**src/rtl/serial_pkg.sv**
```systemverilog
// Shared types and default constants for the serial_rx receiver.
// State PARITY exists only when SERIAL_RX_PARITY_EN is defined.
package serial_pkg;

  localparam int DEF_CLKS_PER_BIT = 16;
  localparam int DEF_DATA_W       = 8;

  typedef enum logic [2:0] {
    ST_IDLE      = 3'd0,
    ST_START     = 3'd1,
    ST_DATA      = 3'd2,
`ifdef SERIAL_RX_PARITY_EN
    ST_PARITY    = 3'd3,
`endif
    ST_STOP      = 3'd4,
    ST_WAIT_HIGH = 3'd5
  } state_t;

endpackage

```
**src/rtl/sync_2ff.sv**
```systemverilog
// Two-flop synchronizer for a single asynchronous input.
// The parameter sets the level the flops take during reset.
module sync_2ff #(
  parameter logic RESET_VAL = 1'b1
) (
  input  logic clk,
  input  logic rst_n,
  input  logic d_i,
  output logic q_o
);

  logic [1:0] r_sync;

  // NOTE: clocked state uses non-blocking assignments so every flop samples pre-edge values.
  always_ff @(posedge clk or negedge rst_n) begin
    if (!rst_n) r_sync <= {2{RESET_VAL}};
    else        r_sync <= {r_sync[0], d_i};
  end

  assign q_o = r_sync[1];

endmodule

```
**src/rtl/serial_rx.sv**
```systemverilog
// UART-style receiver with valid/ready output and one-cycle error pulses.
// Optional even-parity bit enabled by defining SERIAL_RX_PARITY_EN.
module serial_rx
  import serial_pkg::*;
#(
  parameter int CLKS_PER_BIT = DEF_CLKS_PER_BIT,
  parameter int DATA_W       = DEF_DATA_W
) (
  input  logic              clk,
  input  logic              rst_n,
  input  logic              rx_i,
  output logic [DATA_W-1:0] data_o,
  output logic              valid_o,
  input  logic              ready_i,
  output logic              frame_err_o,
  output logic              overrun_o,
  output logic              parity_err_o
);

  localparam int CNT_W = $clog2(CLKS_PER_BIT);
  localparam int BIT_W = $clog2(DATA_W + 1);
  localparam logic [CNT_W-1:0] HALF_LAST = CNT_W'(CLKS_PER_BIT / 2 - 1);
  localparam logic [CNT_W-1:0] FULL_LAST = CNT_W'(CLKS_PER_BIT - 1);
  localparam logic [BIT_W-1:0] LAST_BIT  = BIT_W'(DATA_W - 1);

  state_t              r_state;
  logic                r_rx_prev;
  logic [CNT_W-1:0]    r_cnt;
  logic [BIT_W-1:0]    r_bit;
  logic [DATA_W-1:0]   r_shift;
  logic [DATA_W-1:0]   r_data;
  logic                r_valid;
  logic                r_frame_err;
  logic                r_overrun;
  logic                w_rx;
  logic                w_tick;
  logic                w_stop_tick;
  logic                w_par_bad;
  logic                w_good;

  sync_2ff #(.RESET_VAL(1'b1)) u_sync (
    .clk   (clk),
    .rst_n (rst_n),
    .d_i   (rx_i),
    .q_o   (w_rx)
  );

  // START waits half a bit to land on the start-bit centre; later states wait a full bit.
  assign w_tick      = (r_state == ST_START) ? (r_cnt == HALF_LAST) : (r_cnt == FULL_LAST);
  assign w_stop_tick = (r_state == ST_STOP) && w_tick;

`ifdef SERIAL_RX_PARITY_EN
  logic r_par;
  logic r_parity_err;
  assign w_par_bad    = (r_par != ^r_shift);
  assign parity_err_o = r_parity_err;
`else
  assign w_par_bad    = 1'b0;
  assign parity_err_o = 1'b0;
`endif

  assign w_good = w_stop_tick && w_rx && !w_par_bad;

  always_ff @(posedge clk or negedge rst_n) begin
    if (!rst_n) begin
      r_state   <= ST_IDLE;
      r_rx_prev <= 1'b1;
      r_cnt     <= '0;
      r_bit     <= '0;
      r_shift   <= '0;
`ifdef SERIAL_RX_PARITY_EN
      r_par     <= 1'b0;
`endif
    end else begin
      r_rx_prev <= w_rx;
      case (r_state)
        ST_IDLE: begin
          if (r_rx_prev && !w_rx) begin
            r_state <= ST_START;
            r_cnt   <= '0;
            r_bit   <= '0;
          end
        end
        ST_START: begin
          if (w_tick) begin
            r_cnt   <= '0;
            r_state <= w_rx ? ST_IDLE : ST_DATA;
          end else begin
            r_cnt <= r_cnt + 1'b1;
          end
        end
        ST_DATA: begin
          if (w_tick) begin
            r_cnt   <= '0;
            r_shift <= {w_rx, r_shift[DATA_W-1:1]};
            if (r_bit == LAST_BIT) begin
`ifdef SERIAL_RX_PARITY_EN
              r_state <= ST_PARITY;
`else
              r_state <= ST_STOP;
`endif
            end else begin
              r_bit <= r_bit + 1'b1;
            end
          end else begin
            r_cnt <= r_cnt + 1'b1;
          end
        end
`ifdef SERIAL_RX_PARITY_EN
        ST_PARITY: begin
          if (w_tick) begin
            r_cnt   <= '0;
            r_par   <= w_rx;
            r_state <= ST_STOP;
          end else begin
            r_cnt <= r_cnt + 1'b1;
          end
        end
`endif
        ST_STOP: begin
          if (w_tick) begin
            r_cnt   <= '0;
            r_state <= w_rx ? ST_IDLE : ST_WAIT_HIGH;
          end else begin
            r_cnt <= r_cnt + 1'b1;
          end
        end
        ST_WAIT_HIGH: begin
          if (w_rx) r_state <= ST_IDLE;
        end
        default: r_state <= ST_IDLE;
      endcase
    end
  end

  // A completing byte wins over a same-cycle handshake so no byte is lost.
  always_ff @(posedge clk or negedge rst_n) begin
    if (!rst_n) begin
      r_data       <= '0;
      r_valid      <= 1'b0;
      r_frame_err  <= 1'b0;
      r_overrun    <= 1'b0;
`ifdef SERIAL_RX_PARITY_EN
      r_parity_err <= 1'b0;
`endif
    end else begin
      r_frame_err  <= w_stop_tick && !w_rx;
      r_overrun    <= w_good && r_valid && !ready_i;
`ifdef SERIAL_RX_PARITY_EN
      r_parity_err <= w_stop_tick && w_par_bad;
`endif
      if (w_good && (!r_valid || ready_i)) begin
        r_data  <= r_shift;
        r_valid <= 1'b1;
      end else if (r_valid && ready_i) begin
        r_valid <= 1'b0;
      end
    end
  end

  assign data_o      = r_data;
  assign valid_o     = r_valid;
  assign frame_err_o = r_frame_err;
  assign overrun_o   = r_overrun;

endmodule

```
**config.mk**
```make
export PLATFORM = sky130hd
export DESIGN_NAME = serial_rx
export DESIGN_NICKNAME = d
export VERILOG_FILES = /design/src/rtl/serial_pkg.sv /design/src/rtl/sync_2ff.sv /design/src/rtl/serial_rx.sv
export SDC_FILE = /design/constraint.sdc
export NUM_CORES = 1
export LEC_CHECK = 0
export ABC_AREA = 0
export CAP_MARGIN = 20
export CORE_MARGIN = 10
export CORE_UTILIZATION = 52
export CTS_BUF_LIST = sky130_fd_sc_hd__clkbuf_4 sky130_fd_sc_hd__clkbuf_8
export DETAILED_ROUTE_END_ITERATION = 8
export GPL_ROUTABILITY_DRIVEN = 1
export HOLD_SLACK_MARGIN = 0.12
export PLACE_DENSITY = 0.77
export SYNTH_ARGS = -nofsm -noshare
export SYNTH_HDL_FRONTEND = slang
export SYNTH_HIERARCHICAL = 1
export SYNTH_SLANG_ARGS = --single-unit
```
**constraint.sdc**
```tcl
create_clock -name clk -period 2 [get_ports clk]
set_input_delay 0.4 -clock clk [delete_from_list [all_inputs] [get_ports clk]]
set_output_delay 0.4 -clock clk [all_outputs]
set_load 0.05 [all_outputs]
```
==> run_summary.xml <==
<?xml version="1.0" encoding="UTF-8"?>
<metrics>
  <group name="critical_path">
    <metric name="path_class" unit="">reg2out</metric>
    <metric name="path_cells" unit="">clkdlybuf4s50_1</metric>
    <metric name="critPathArrivalTime" unit="ns">1.51</metric>
    <metric name="critical_path.reg2reg.startpoint" unit="">r_cnt[0]$_DFFE_PN0P_</metric>
    <metric name="crit_buf_inv" unit="">1</metric>
    <metric name="crit_fanout" unit="">2</metric>
    <metric name="slowest_stage" unit="">sky130_fd_sc_hd__clkdlybuf4s50_1</metric>
    <metric name="critical_path.top_delay_family" unit="">buffers and inverters</metric>
    <metric name="cp-startpoint" unit="">valid_o$_DFFE_PN0P_</metric>
    <metric name="worst_setup_path_start_kind" unit="">register</metric>
    <metric name="worst_path_largest_cell_delay" unit="ns">0.81</metric>
    <metric name="critical_path_required_time" unit="ns">1.60</metric>
    <metric name="critPathCaptureType" unit="">output pin</metric>
  </group>
  <group name="drt">
    <metric name="route.detailed.wl_per_inst" unit="µm">14.7</metric>
    <metric name="via_per_inst" unit="">5.55</metric>
    <metric name="drt_iter0_markers" unit="">48</metric>
    <metric name="detail-route-antenna-nets" unit="">0</metric>
    <metric name="via_count" unit="">983</metric>
    <metric name="remaining_drc_errors" unit="">0</metric>
    <metric name="drt-total-wl" unit="mm">2.60</metric>
    <metric name="drt_pass1_iterations" unit="">4</metric>
  </group>
  <group name="power">
    <metric name="switchingPower" unit="µW">618</metric>
    <metric name="power.share.combinational" unit="%">31.8</metric>
    <metric name="share_clk_of_total_power" unit="%">19.9</metric>
    <metric name="ir_drop" unit="mV">0.787</metric>
    <metric name="power_density" unit="nW/µm²">1030</metric>
    <metric name="p_int" unit="mW">1.17</metric>
    <metric name="power.switching_fraction" unit="%">34.6</metric>
    <metric name="cellLeakagePower" unit="nW">0.852</metric>
    <metric name="seqPwrFrac" unit="%">48.3</metric>
  </group>
  <group name="logic_synthesis">
    <metric name="async_flop_share" unit="%">100</metric>
    <metric name="synth.yosys.seq_area_share" unit="%">55.3</metric>
    <metric name="mappedNetlistArea" unit="µm²">1500</metric>
    <metric name="synth_warnings" unit="">6</metric>
    <metric name="synth-edff-count" unit="">0</metric>
    <metric name="synth_cell_types" unit="">39</metric>
    <metric name="postSynth.topFlopCell" unit="">sky130_fd_sc_hd__dfrtp_1</metric>
    <metric name="ys_ff_latch" unit="">33</metric>
    <metric name="netlist_instances" unit="">125</metric>
    <metric name="synth_fp_nets" unit="">131</metric>
    <metric name="avgSynthCellArea" unit="µm²">12.0</metric>
  </group>
  <group name="placement">
    <metric name="place_congestion" unit="">0.804</metric>
    <metric name="placed_cells_incl_taps" unit="">169</metric>
    <metric name="dp.final_hpwl" unit="mm">1.95</metric>
    <metric name="portBuffers" unit="">14</metric>
  </group>
  <group name="die">
    <metric name="chipWidth" unit="µm">73.7</metric>
    <metric name="design.die.area" unit="µm²">5430</metric>
    <metric name="floorplan.initialDensity" unit="%">54.4</metric>
    <metric name="core_area" unit="µm²">2760</metric>
    <metric name="rows" unit="">19</metric>
    <metric name="io_pins" unit="">16</metric>
    <metric name="chipHeight" unit="µm">73.7</metric>
  </group>
  <group name="timing">
    <metric name="worst_hold_slack" unit="ns">0.361</metric>
    <metric name="timing_hold_violations_final" unit="">0</metric>
    <metric name="final_min_period_over_clock_period" unit="%">95.3</metric>
    <metric name="timing.fmax" unit="MHz">525</metric>
    <metric name="tightest_slew" unit="ns">0.513</metric>
    <metric name="setup_tns" unit="ns">0</metric>
    <metric name="drv_slew" unit="">0</metric>
    <metric name="unrepaired_setup_endpoints_after_global_routing" unit="">false</metric>
    <metric name="setup-violations-final" unit="">0</metric>
    <metric name="final.min_clock_period" unit="ns">1.91</metric>
    <metric name="slew_headroom" unit="%">65.7</metric>
    <metric name="worst_case_clock_skew" unit="ns">0.0115</metric>
  </group>
  <group name="final_layout">
    <metric name="num_antenna_cells" unit="">0</metric>
    <metric name="nets" unit="">151</metric>
    <metric name="layout.cells.most_common" unit="">sky130_fd_sc_hd__dfrtp_1</metric>
    <metric name="multi_input_comb_area" unit="µm²">606</metric>
    <metric name="drive_gt1_share" unit="%">24.0</metric>
    <metric name="final-seq-area" unit="µm²">830</metric>
    <metric name="final_cells" unit="">177</metric>
    <metric name="area.growth.synth_to_final" unit="%">15.5</metric>
    <metric name="mostFrequentLayoutCells" unit="">sky130_fd_sc_hd__dfrtp_1 (30), sky130_fd_sc_hd__mux2_2 (15), sky130_fd_sc_hd__clkdlybuf4s50_1 (13), sky130_fd_sc_hd__nand2_1 (10), sky130_fd_sc_hd__inv_1 (6)</metric>
    <metric name="filler_cells_inserted" unit="">218</metric>
  </group>
  <group name="clock_network">
    <metric name="cts_post_setup_buffers_inserted" unit="">0</metric>
    <metric name="clk_latency" unit="ns">0.33</metric>
    <metric name="clk_root_buffer_cell" unit="">sky130_fd_sc_hd__clkbuf_4</metric>
    <metric name="tritoncts_clock_tree" unit="">yes</metric>
    <metric name="cts.sinks" unit="">33</metric>
    <metric name="numCtsBuffers" unit="">5</metric>
    <metric name="clk_transition_reported_paths" unit="ns">0.10</metric>
    <metric name="cts_hold_buffers" unit="">0</metric>
    <metric name="htreeDepth" unit="">2</metric>
    <metric name="cts-root-to-sink-buffers" unit="">2</metric>
    <metric name="cts_repair_resize_count" unit="">0</metric>
  </group>
  <group name="grt">
    <metric name="remaining_overflow_grt" unit="">0</metric>
    <metric name="via_count_of_the_first_global_routing_pass" unit="">1011</metric>
    <metric name="grt_antenna_before_repair" unit="">0</metric>
    <metric name="grt_max_degree" unit="">34</metric>
    <metric name="grt_pass1_wl" unit="mm">4.46</metric>
    <metric name="grt_use_total" unit="%">10.9</metric>
  </group>
  <group name="flow_run">
    <metric name="max_cap_viol_count" unit="">0</metric>
  </group>
  <group name="hold_path">
    <metric name="hold_class" unit="">reg2reg</metric>
    <metric name="hold_path_startpoint" unit="">u_sync/r_sync[0]$_DFF_PN1_</metric>
  </group>
  <group name="run_status">
    <metric name="outcome" unit="">finished, final reports clean</metric>
  </group>
</metrics>
## cell type report
cell class	count	share of cell area (%)
clock buffers	5	2.17
clock inverters	3	1.01
inverters	6	1.30
multi-input cells	80	35.0
flip-flops and latches	33	47.9
well taps	31	2.24
repair buffers	19	10.4
## worst paths after layout
check | endpoint | slack (ns) | cells after the start
min | u_sync/r_sync[1]$_DFF_PN1_ | 0.36 | 0
max reg2reg | r_state[1]$_DFFE_PN0P_ | 0.11 | 5
max in group asynchronous | u_sync/r_sync[0]$_DFF_PN1_ | 1.23 | 2
min reg2reg | u_sync/r_sync[1]$_DFF_PN1_ | 0.36 | 0
max | valid_o | 0.09 | 1
min in group asynchronous | r_bit[3]$_DFFE_PN0P_ | 0.44 | 2
## power groups by stage
stage / logic [mW] / clock network, mW / registers, mW
2_1_floorplan: 0.519 / 0 / 0.803
3_3_place_gp: 0.544 / 0 / 0.866
3_5_place_dp: 0.564 / 0 / 0.873
4_1_cts: 0.566 / 0.366 / 0.859
5_1_grt: 0.637 / 0.408 / 0.875
6_report: 0.567 / 0.356 / 0.861
## cell usage after synthesis (2+ instances only)
| cell type | n | area [µm²] |
|---|---|---|
| sky130_fd_sc_hd__buf_2 | 3 | 15.0 |
| sky130_fd_sc_hd__inv_1 | 6 | 22.5 |
| sky130_fd_sc_hd__a21oi_1 | 4 | 20.0 |
| sky130_fd_sc_hd__nand3_1 | 3 | 15.0 |
| sky130_fd_sc_hd__buf_4 | 2 | 15.0 |
| sky130_fd_sc_hd__nand2_1 | 10 | 37.5 |
| sky130_fd_sc_hd__o22ai_1 | 2 | 12.5 |
| sky130_fd_sc_hd__nor3_1 | 3 | 15.0 |
| sky130_fd_sc_hd__ha_1 | 2 | 25.0 |
| sky130_fd_sc_hd__dfstp_2 | 3 | 78.8 |
| sky130_fd_sc_hd__nor2b_1 | 2 | 12.5 |
| sky130_fd_sc_hd__mux2_2 | 15 | 169 |
| sky130_fd_sc_hd__or3b_1 | 2 | 17.5 |
| sky130_fd_sc_hd__nand2b_1 | 2 | 12.5 |
| sky130_fd_sc_hd__and3_1 | 2 | 12.5 |
| sky130_fd_sc_hd__dfrtp_1 | 30 | 751 |
| sky130_fd_sc_hd__xnor2_1 | 2 | 17.5 |
| sky130_fd_sc_hd__xor2_1 | 3 | 26.3 |
| sky130_fd_sc_hd__nor2_1 | 5 | 18.8 |
| sky130_fd_sc_hd__mux2i_1 | 2 | 20.0 |
| sky130_fd_sc_hd__o21ai_0 | 4 | 20.0 |
## cells by family (layout without fill, tap and decap cells)
family | count (synthesis) | after routing | synth area share (%)
buffers and inverters | 12 | 33 | 4.26
AO/OA/AOI/OAI | 18 | 18 | 8.35
multiplexers | 19 | 19 | 14.4
flip-flops | 33 | 33 | 55.3
XOR/XNOR | 5 | 5 | 2.92
AND/OR/NAND/NOR | 34 | 34 | 12.2
other | 1 | 1 | 0.250
adder cells (fa/ha/maj) | 3 | 3 | 2.34
## registers in the layout, indices dropped and copies added, names as in the netlist, 2 cells and up
signal	cells
r_bit	4
data_o	8
r_shift	8
u_sync/r_sync	2
r_cnt	4
r_state	3
## metrics by stage
step           setup slack, ns  total power [mW]  area [µm²]  util, %
3_3_place_gp             0.184              1.41        1670     60.7
2_1_floorplan            0.107              1.32        1500        -
3_5_place_dp             0.141              1.44        1670     60.7
6_report                0.0941              1.78        1730     62.8
4_1_cts                 0.0645              1.79        1730     62.7
5_1_grt                0.00415              1.92        1730     62.8
## layer usage
| layer | share of wire [%] | wire length (µm) | GRT usage [%] | up-vias |
|---|---|---|---|---|
| li1 | - | - | - | 472 |
| met1 | 40 | 1050 | 10.6 | 488 |
| met2 | 51 | 1330 | 17.8 | 19 |
| met3 | 7.4 | 193 | 6.73 | 4 |
| met4 | 1.1 | 29 | 5.18 | 0 |
| met5 | 0 | 0 | 0 | - |
Power figures use the tool's default switching activity.
